$ cat config.mk
export PLATFORM = sky130hd
export DESIGN_NAME = branch_unit_flat
export DESIGN_NICKNAME = d
export VERILOG_FILES = /design/src/rtl/br_pkg.sv /design/src/rtl/branch_unit_if.sv /design/src/rtl/branch_cond.sv /design/src/rtl/branch_unit.sv /design/src/flat_wrapper.sv
export SDC_FILE = /design/constraint.sdc
export NUM_CORES = 1
export LEC_CHECK = 0
export ABC_CLOCK_PERIOD_IN_PS = 4300
export CAP_MARGIN = 20
export CORE_ASPECT_RATIO = 0.5
export CORE_UTILIZATION = 32
export CTS_CLUSTER_DIAMETER = 150
export DETAILED_ROUTE_END_ITERATION = 10
export SYNTH_ARGS = -nofsm -noshare
export SYNTH_HDL_FRONTEND = slang
export SYNTH_SLANG_ARGS = --single-unit
$ cat constraint.sdc
create_clock -name clk -period 4.3 [get_ports clk]
set_input_delay 0.43 -clock clk [delete_from_list [all_inputs] [get_ports clk]]
set_output_delay 0.43 -clock clk [all_outputs]
set_load 0.02 [all_outputs]
$ cat src/rtl/br_pkg.sv
// Shared definitions for the branch unit: opcode and FSM encodings, the PC increment,
// and the branch-target arithmetic.
package br_pkg;

   typedef enum logic [2:0] {
      BrBeq  = 3'd0,
      BrBne  = 3'd1,
      BrBgtz = 3'd2,
      BrBlez = 3'd3,
      BrBgez = 3'd4,
      BrBltz = 3'd5
   } br_op_e;

   typedef enum logic [1:0] {
      StIdle     = 2'd0,
      StWaitOpnd = 2'd1,
      StRedirect = 2'd2
   } br_state_e;

   localparam logic [31:0] PcIncr = 32'd4;

   // imm16 counts words; the sum wraps modulo 2^32.
   function automatic logic [31:0] branch_target(input logic [31:0] pc, input logic [15:0] imm);
      return pc + PcIncr + {{14{imm[15]}}, imm, 2'b00};
   endfunction

endpackage

$ cat src/rtl/branch_unit_if.sv
// ID-stage <-> branch unit signal bundle; the master side is the decode stage, the slave
// side is the branch unit.
interface branch_unit_if #(
   parameter int unsigned CNT_W = 32
);

   logic             op_valid;
   logic [2:0]       br_op;
   logic             larger;
   logic             equal;
   logic             smaller;
   logic             operands_ready;
   logic [31:0]      pc_id;
   logic [15:0]      imm16;
   logic             flush;
   logic             redirect_ack;
   logic             redirect_valid;
   logic [31:0]      redirect_pc;
   logic             stall_id;
   logic             resolved;
   logic             taken;
   logic [CNT_W-1:0] br_cnt;
   logic [CNT_W-1:0] taken_cnt;

   modport master (
      output op_valid, br_op, larger, equal, smaller, operands_ready, pc_id, imm16, flush,
             redirect_ack,
      input  redirect_valid, redirect_pc, stall_id, resolved, taken, br_cnt, taken_cnt
   );

   modport slave (
      input  op_valid, br_op, larger, equal, smaller, operands_ready, pc_id, imm16, flush,
             redirect_ack,
      output redirect_valid, redirect_pc, stall_id, resolved, taken, br_cnt, taken_cnt
   );

endinterface

$ cat src/rtl/branch_cond.sv
// Combinational branch-condition decode from the signed compare flags.
module branch_cond
   import br_pkg::*;
(
   input  logic [2:0] i_br_op,
   input  logic       i_larger,
   input  logic       i_equal,
   input  logic       i_smaller,
   output logic       o_cond
);

   always_comb begin
      o_cond = 1'b0;
      case (i_br_op)
         BrBeq:   o_cond = i_equal;
         BrBne:   o_cond = !i_equal;
         BrBgtz:  o_cond = i_larger;
         BrBlez:  o_cond = !i_larger;
         BrBgez:  o_cond = !i_smaller;
         BrBltz:  o_cond = i_smaller;
         default: o_cond = 1'b0;
      endcase
   end

endmodule

$ cat src/rtl/branch_unit.sv
// ID-stage branch resolution: waits for final operands, decides direction, holds a taken
// target until fetch accepts it, and keeps resolved/taken statistics.
module branch_unit
   import br_pkg::*;
#(
   parameter int unsigned CNT_W = 32
) (
   input  logic          clk,
   input  logic          reset,
   branch_unit_if.slave  bus
);

   localparam logic [CNT_W-1:0] CntOne = CNT_W'(1);

   br_state_e        r_state;
   br_state_e        w_state_next;
   logic             w_cond;
   logic             w_decide;
   logic             w_stall;
   logic             r_resolved;
   logic             r_taken;
   logic [31:0]      r_redirect_pc;
   logic [CNT_W-1:0] r_br_cnt;
   logic [CNT_W-1:0] r_taken_cnt;

   branch_cond u_cond (
      .i_br_op   (bus.br_op),
      .i_larger  (bus.larger),
      .i_equal   (bus.equal),
      .i_smaller (bus.smaller),
      .o_cond    (w_cond)
   );

   always_comb begin
      w_state_next = r_state;
      w_decide     = 1'b0;
      w_stall      = 1'b0;
      unique case (r_state)
         StIdle, StWaitOpnd: begin
            w_stall = (r_state == StWaitOpnd) || (bus.op_valid && !bus.operands_ready);
            if (!bus.op_valid) begin
               w_state_next = StIdle;
            end else if (bus.operands_ready) begin
               w_decide     = 1'b1;
               w_state_next = w_cond ? StRedirect : StIdle;
            end else begin
               w_state_next = StWaitOpnd;
            end
         end
         StRedirect: begin
            w_stall = 1'b1;
            if (bus.redirect_ack) w_state_next = StIdle;
         end
         default: w_state_next = StIdle;
      endcase
      // Flush wins over any decision or acknowledge in the same cycle.
      if (bus.flush) begin
         w_state_next = StIdle;
         w_decide     = 1'b0;
      end
   end

   always_ff @(posedge clk) begin
      if (reset) begin
         r_state       <= StIdle;
         r_resolved    <= 1'b0;
         r_taken       <= 1'b0;
         r_redirect_pc <= '0;
         r_br_cnt      <= '0;
         r_taken_cnt   <= '0;
      end else begin
         r_state    <= w_state_next;
         r_resolved <= w_decide;
         if (w_decide) begin
            r_taken  <= w_cond;
            r_br_cnt <= r_br_cnt + CntOne;
            if (w_cond) begin
               r_taken_cnt   <= r_taken_cnt + CntOne;
               r_redirect_pc <= branch_target(bus.pc_id, bus.imm16);
            end
         end
      end
   end

   assign bus.redirect_valid = (r_state == StRedirect);
   assign bus.redirect_pc    = r_redirect_pc;
   assign bus.stall_id       = w_stall;
   assign bus.resolved       = r_resolved;
   assign bus.taken          = r_taken;
   assign bus.br_cnt         = r_br_cnt;
   assign bus.taken_cnt      = r_taken_cnt;

endmodule

$ cat src/flat_wrapper.sv
// flat-port wrapper written by rule: the top's interface ports become plain ports
module branch_unit_flat import br_pkg::*;
#(
   parameter int unsigned CNT_W = 32
)
  (clk, reset, bus_op_valid, bus_br_op, bus_larger, bus_equal, bus_smaller, bus_operands_ready, bus_pc_id, bus_imm16, bus_flush, bus_redirect_ack, bus_redirect_valid, bus_redirect_pc, bus_stall_id, bus_resolved, bus_taken, bus_br_cnt, bus_taken_cnt);
  branch_unit_if #(.CNT_W(CNT_W)) bus_i ();
  input  logic clk;
  input  logic reset;
  input wire logic [$bits(bus_i.op_valid)-1:0] bus_op_valid;
  input wire logic [$bits(bus_i.br_op)-1:0] bus_br_op;
  input wire logic [$bits(bus_i.larger)-1:0] bus_larger;
  input wire logic [$bits(bus_i.equal)-1:0] bus_equal;
  input wire logic [$bits(bus_i.smaller)-1:0] bus_smaller;
  input wire logic [$bits(bus_i.operands_ready)-1:0] bus_operands_ready;
  input wire logic [$bits(bus_i.pc_id)-1:0] bus_pc_id;
  input wire logic [$bits(bus_i.imm16)-1:0] bus_imm16;
  input wire logic [$bits(bus_i.flush)-1:0] bus_flush;
  input wire logic [$bits(bus_i.redirect_ack)-1:0] bus_redirect_ack;
  output wire logic [$bits(bus_i.redirect_valid)-1:0] bus_redirect_valid;
  output wire logic [$bits(bus_i.redirect_pc)-1:0] bus_redirect_pc;
  output wire logic [$bits(bus_i.stall_id)-1:0] bus_stall_id;
  output wire logic [$bits(bus_i.resolved)-1:0] bus_resolved;
  output wire logic [$bits(bus_i.taken)-1:0] bus_taken;
  output wire logic [$bits(bus_i.br_cnt)-1:0] bus_br_cnt;
  output wire logic [$bits(bus_i.taken_cnt)-1:0] bus_taken_cnt;
  assign bus_i.op_valid = bus_op_valid;
  assign bus_i.br_op = bus_br_op;
  assign bus_i.larger = bus_larger;
  assign bus_i.equal = bus_equal;
  assign bus_i.smaller = bus_smaller;
  assign bus_i.operands_ready = bus_operands_ready;
  assign bus_i.pc_id = bus_pc_id;
  assign bus_i.imm16 = bus_imm16;
  assign bus_i.flush = bus_flush;
  assign bus_i.redirect_ack = bus_redirect_ack;
  assign bus_redirect_valid = bus_i.redirect_valid;
  assign bus_redirect_pc = bus_i.redirect_pc;
  assign bus_stall_id = bus_i.stall_id;
  assign bus_resolved = bus_i.resolved;
  assign bus_taken = bus_i.taken;
  assign bus_br_cnt = bus_i.br_cnt;
  assign bus_taken_cnt = bus_i.taken_cnt;
  branch_unit #(.CNT_W(CNT_W)) u_core (.clk(clk), .reset(reset), .bus(bus_i));
endmodule
======== Word level (Yosys, flattened, before mapping) ========
Index checks and enable logic that the tools add are counted.
storage, ports and cells
  latch bits .............................. 0
  input port bits ......................... 60
  register bits ........................... 100
  logic and storage cells ................. 40
  ROM bits ................................ 0
  memories ................................ 0
  output and inout bits ................... 100
  memory bits (writable) .................. 0
operators by class
  reductions and logical operators ........ 11
  div/mod/pow operators ................... 0
  multiply operators ...................... 0
  $add $sub $neg .......................... 4
  eq/ne operators ......................... 8
  bitwise gates (word level) .............. 0
  shift operators ......................... 0
  magnitude comparators ................... 0
  multiplexer cells ....................... 11
operators by type and width
  kind                                           count
  adder 32 x 1 -> 32 bit, second input constant  2
  adder 32 x 3 -> 32 bit, second input constant  1
  adder 32 bit                                   1
  2-to-1 mux 2 bit                               4
  == test 3 x 2 -> 1 bit, second input constant  2
  == test 3 bit, second input constant           2
  one-hot mux 1 bit (6 select lines)             1
  logical NOT 1 bit                              4
  2-to-1 mux 1 bit                               4
  one-hot mux 2 bit (2 select lines)             1
  OR reduction 2 bit                             2
  == test 3 x 1 -> 1 bit, second input constant  1
  logical NOT 3 bit                              1
  == test 2 x 1 -> 1 bit, second input constant  1
  == test 2 bit, second input constant           1
  logical NOT 2 bit                              1
  inequality test 2 bit, second input constant   1
  one-hot mux 1 bit (2 select lines)             1
  AND reduction 2 bit                            1
  logical AND 1 bit                              1
  logical OR 1 bit                               1

======== Longest topological paths before layout ========
  depth after elaboration ................. 6
  mapped depth ............................ 13

======== Modules after synthesis ========
A second synthesis with hierarchy kept.
second synthesis, totals
  cell total of the unflattened synthesis .. 749
  area total of the unflattened synthesis .. 6,097.1 um^2
by module, submodules not included
  module       area each (um^2)  cells an instance  times used
  branch_unit  6,048.3           743                1
  branch_cond  48.8              6                  1

======== Worst setup path before layout ========
No wires, ideal clock.
  kind .................................... input port to flip-flop
  start ................................... input bus_imm16[1]
  end ..................................... register u_core.r_redirect_pc[31] (netlist: u_core.bus.redirect_pc[31])
  data required time ...................... 4,242 ps
  buffers on the path ..................... 0
  slack ................................... 1,227 ps
  setup time .............................. 58 ps
  data arrival time ....................... 3,016 ps
  stages on the path ...................... 11
  cell sequence ........................... ha_1 ha_1 fa_1 a211o_1 a21o_1 nor3b_1 o2111ai_1 a31oi_1 a221o_1 nor4_1 a211o_1
between the ends
  cells in the longest elaborated chain, start to end .. 1
RTL lines
  what                  line                text
  start, declared       flat_wrapper.sv:17  input wire logic [$bits(bus_i.imm16)-1:0] bus_imm16;
  adder 32 bit          br_pkg.sv:24        return pc + PcIncr + {{14{imm[15]}}, imm, 2'b00};
  end signal, assigned  branch_unit.sv:79   r_redirect_pc <= branch_target(bus.pc_id, bus.imm16);
  end, declared         branch_unit.sv:22   logic [31:0] r_redirect_pc;
Every way passes these cells.
A chain may end at the register's enable or synchronous reset.

======== Worst setup path in the final report ========
Same ends and word-level chain as after synthesis.

==> run summary <==
The distinct cell type count of the synthesized netlist was 57; the final-report setup violation count was 0. The area overhead of the layout relative to synthesis is 35.8%. The capture instance of the worst register-to-register path is u_core.bus.br_cnt[26].

The endpoint kind of the worst setup timing path was a flip-flop. The horizontal extent of the die is 195 um, and the clock latency at the later pin of the worst-skew pair is 340 ps. In this run the standard cell core region covers 17800 um^2. The transition time at the pin with the least slew margin came out at 624 ps. The run finished with clean final reports.

The number of pins with negative max-slew slack in the final report is 0, and the buffers inserted during post-CTS setup optimization is 0. The relative slew slack is 58.3%. The beginning of the worst hold path is u_core.bus.redirect_pc[7]. The fraction of layout instances using a drive strength above 1 works out to 4.63%. Leaving out fill and tap cells, the most frequent cell in the layout is sky130_fd_sc_hd__clkdlybuf4s50_1. After clock tree synthesis, the repair step resized 0 gates. For this design the ratio of total power to cell area is 281 nW/um^2. The logs give 9 for the number of buffers added by the clock tree synthesis step and 16.1% for the aggregate global-route resource usage.

The logs give 4 for the detailed-router iteration count before antenna repair and 104 for the largest net degree at the start of global routing. The slowest stage cell on the critical path is sky130_fd_sc_hd__fa_1. The clock passes through at most 2 buffers.

Row generation in the floorplan step produced 34 rows. Synthesis produced a netlist with a net count of 829. The tools report the number of hold violations in the final report as 0. The H-tree was split into 3 levels. The tools report the number of antenna violations at the first check in global routing as 0.

The total negative setup slack came out at 0 ps. The highest cell delay on the worst timing path is 430 ps. TritonCTS built the clock tree. Hold repair after CTS inserted 0 buffers. After detailed placement, the design holds a cell count of 1081. The peak supply drop was 182 uV. The cell area after synthesis was 5980 um^2; the arrival time at the worst endpoint was 3650 ps. The worst path uses 78.1% of the clock period.

The quantity of I/O buffers inserted on ports is 159, and the static leakage power is 0.00309 uW. Summing over every cut layer, the via total after detailed routing is 5458. Between clock sinks in the finished design, the worst skew comes to 10.4 ps. The tools report the HPWL reported at the end of detailed placement as 11.7 mm. Among all flip-flop cells after synthesis, the most frequent one is sky130_fd_sc_hd__dfxtp_1. Along the worst path, the maximum fanout reaches 3. The path with the worst hold slack has its endpoint at u_core.bus.redirect_pc[7]. The via count of the first global-routing pass came out at 5082. The endpoint required time on the critical path is 4590 ps. The class of the worst hold path was reg -> reg. The antenna diode count was 0. On the critical path the largest part of the delay comes from compound AO/OA/AOI/OAI gates.

Counting instances, the worst hold path has a depth of 2. The startpoint of the worst-slack reg-to-reg timing path was u_core.bus.br_cnt[10]. Yosys printed 0 warnings. A synthesized cell averages 8.44 um^2. The synthesis-stage register bit count is 100. By startpoint and endpoint, the worst setup path is classified as in -> reg. The filler-free cell count of the finished design is 1098, and the number of primary I/O pins is 160.

The number of max-cap violations is 0. Based on the critical path, the design can be clocked at up to 298 MHz. The average wire per cell in the routed design works out to 14.1 um. The top cell types in the final layout, fill and taps aside, are sky130_fd_sc_hd__clkdlybuf4s50_1, sky130_fd_sc_hd__dfxtp_1, sky130_fd_sc_hd__nand2_1.

In the synthesized netlist, the number of instances is 709. Via count normalized by instance count: 4.97. For this run, design rule violations remaining after detail routing come to 0. Shortest period the worst path allows: 3360 ps. Critical path buffer and inverter count: 1. The tools report the routed wire length as 15.5 mm. The die covers 19300 um^2.

The setup check on the worst reg-to-reg path leaves a slack of 1950 ps. The DRC violation total after the first TritonRoute iteration came out at 229. The initial utilization of the core area, before any placement, comes to 33.6%.

The run gives 0 as the remaining number of nets flagged by the antenna check after routing. Setup repair after global routing left no endpoint under its margin. Counting flops with a built-in enable in the synthesized netlist gives 0.

The proportion of register bits with asynchronous set or reset after synthesis works out to 0%. The tools report the sort of element at the start of the critical path as an input pin. The first global-routing pass estimated 25.4 mm of wire. The chip height came out at 98.7 um.

The final estimated routing congestion in global placement is 0.832, and the cell depth of the worst flop-to-flop path is 7. Global routing finished with a remaining overflow of 0. In the final design database the tool counted 979 nets. For this design, the sink count on the clock tree is 100.

The clock transition at the registers of the reported paths is 70 ps, and the sequential fraction of the synthesis area is 33.5%. Traced cell by cell, the critical path runs through clkdlybuf4s50_1, ha_1, ha_1, fa_1, a211o_1, a21o_1, nor3b_1, o2111ai_1, a31oi_1, a221o_1, nor4_1, a211o_1. The root cell of the clock tree is sky130_fd_sc_hd__clkbuf_16.
==> report_power, final <==
part           internal, uW  leakage, uW  switching [uW]
Sequential              937     0.000807            7.40
Clock                   485     0.000148             366
Combinational           229      0.00213             261
Total                  1650      0.00309             635
==> registers in the layout, summed over array words and instances, names as in the netlist <==
register,count
u_core.bus.br_cnt,32
u_core.bus.resolved,1
u_core.bus.taken_cnt,32
u_core.bus.taken,1
u_core.bus.redirect_pc,32
u_core.r_state,2
==> cells in the mapped netlist, types with 4 or more instances <==
cell type,n,area share (%)
sky130_fd_sc_hd__dfxtp_1,100,33
sky130_fd_sc_hd__nand2_1,93,5.8
sky130_fd_sc_hd__a21oi_1,75,6.3
sky130_fd_sc_hd__nor2_1,64,4.0
sky130_fd_sc_hd__ha_1,59,12
sky130_fd_sc_hd__o21ai_0,35,2.9
sky130_fd_sc_hd__xnor2_1,35,5.1
sky130_fd_sc_hd__xor2_1,33,4.8
sky130_fd_sc_hd__clkbuf_1,22,1.4
sky130_fd_sc_hd__or3_1,21,2.2
sky130_fd_sc_hd__nand3_1,20,1.7
sky130_fd_sc_hd__a21o_1,16,2.0
sky130_fd_sc_hd__inv_1,14,0.88
sky130_fd_sc_hd__and3_1,12,1.3
sky130_fd_sc_hd__nand4_1,12,1.3
sky130_fd_sc_hd__nor3_1,11,0.92
sky130_fd_sc_hd__nor2b_1,7,0.73
sky130_fd_sc_hd__nand3b_1,5,0.63
sky130_fd_sc_hd__a211o_1,4,0.59
sky130_fd_sc_hd__a211oi_1,4,0.50
sky130_fd_sc_hd__and2_1,4,0.42
sky130_fd_sc_hd__nand4_4,4,1.4
sky130_fd_sc_hd__o21a_1,4,0.50
==> how the worst max path moves through the flow <==
stage | cells past startpoint | slack (ps) | from | to
finish | 12 | 940 | bus_imm16[1] | u_core.bus.redirect_pc[31]
global route | 13 | 760 | bus_imm16[1] | u_core.bus.redirect_pc[29]
CTS | 12 | 930 | bus_imm16[1] | u_core.bus.redirect_pc[31]
detailed placement | 12 | 570 | bus_imm16[1] | u_core.bus.redirect_pc[31]
global placement | 12 | 630 | bus_imm16[1] | u_core.bus.redirect_pc[31]
floorplan | 11 | 1230 | bus_imm16[1] | u_core.bus.redirect_pc[31]
==> final cells by class <==
class,instances,area [um^2]
Clock inverter,5,58.8
Sequential cell,100,2000
Multi-Input combinational cell,571,3830
Inverter,14,52.6
Tap cell,234,293
Clock buffer,11,253
Timing Repair Buffer,163,1640
Fill cell,1758,9700
==> cells by family after synthesis <==
logic type	share of synthesized area, %
mux	0.753
flops	33.5
xor+xnor	9.95
buf+inv	2.63
compound gates	16.4
fa+ha+maj	12.7
simple gates	24.1
==> metal layers <==
layer  global-route usage, %  routed length, um  vias up
met5                       0                  0        -
met4                    3.57                136        0
met3                    2.81                360       14
met2                    28.0               7470       57
met1                    20.8               7560     2573
li1                        -                  -     2814
==> tightest hold or removal path, stage by stage, from the launching register on <==
cell and delay [ps]:
sky130_fd_sc_hd__dfxtp_1 310, sky130_fd_sc_hd__nand2_1 50, sky130_fd_sc_hd__a21oi_1 50
==> metrics by stage <==
step | utilization, % | cell area [um^2] | worst slack [ps] | total power [uW] | hold slack (ps)
floorplan | - | 5980 | 1230 | 1290 | 506
global placement | 43.7 | 7790 | 628 | 1450 | 440
detailed placement | 43.7 | 7790 | 567 | 1450 | 444
CTS | 45.4 | 8100 | 931 | 2310 | 454
global route | 45.6 | 8130 | 762 | 2400 | 475
finish | 45.6 | 8130 | 943 | 2290 | 451
Power figures use the tool's default switching activity.
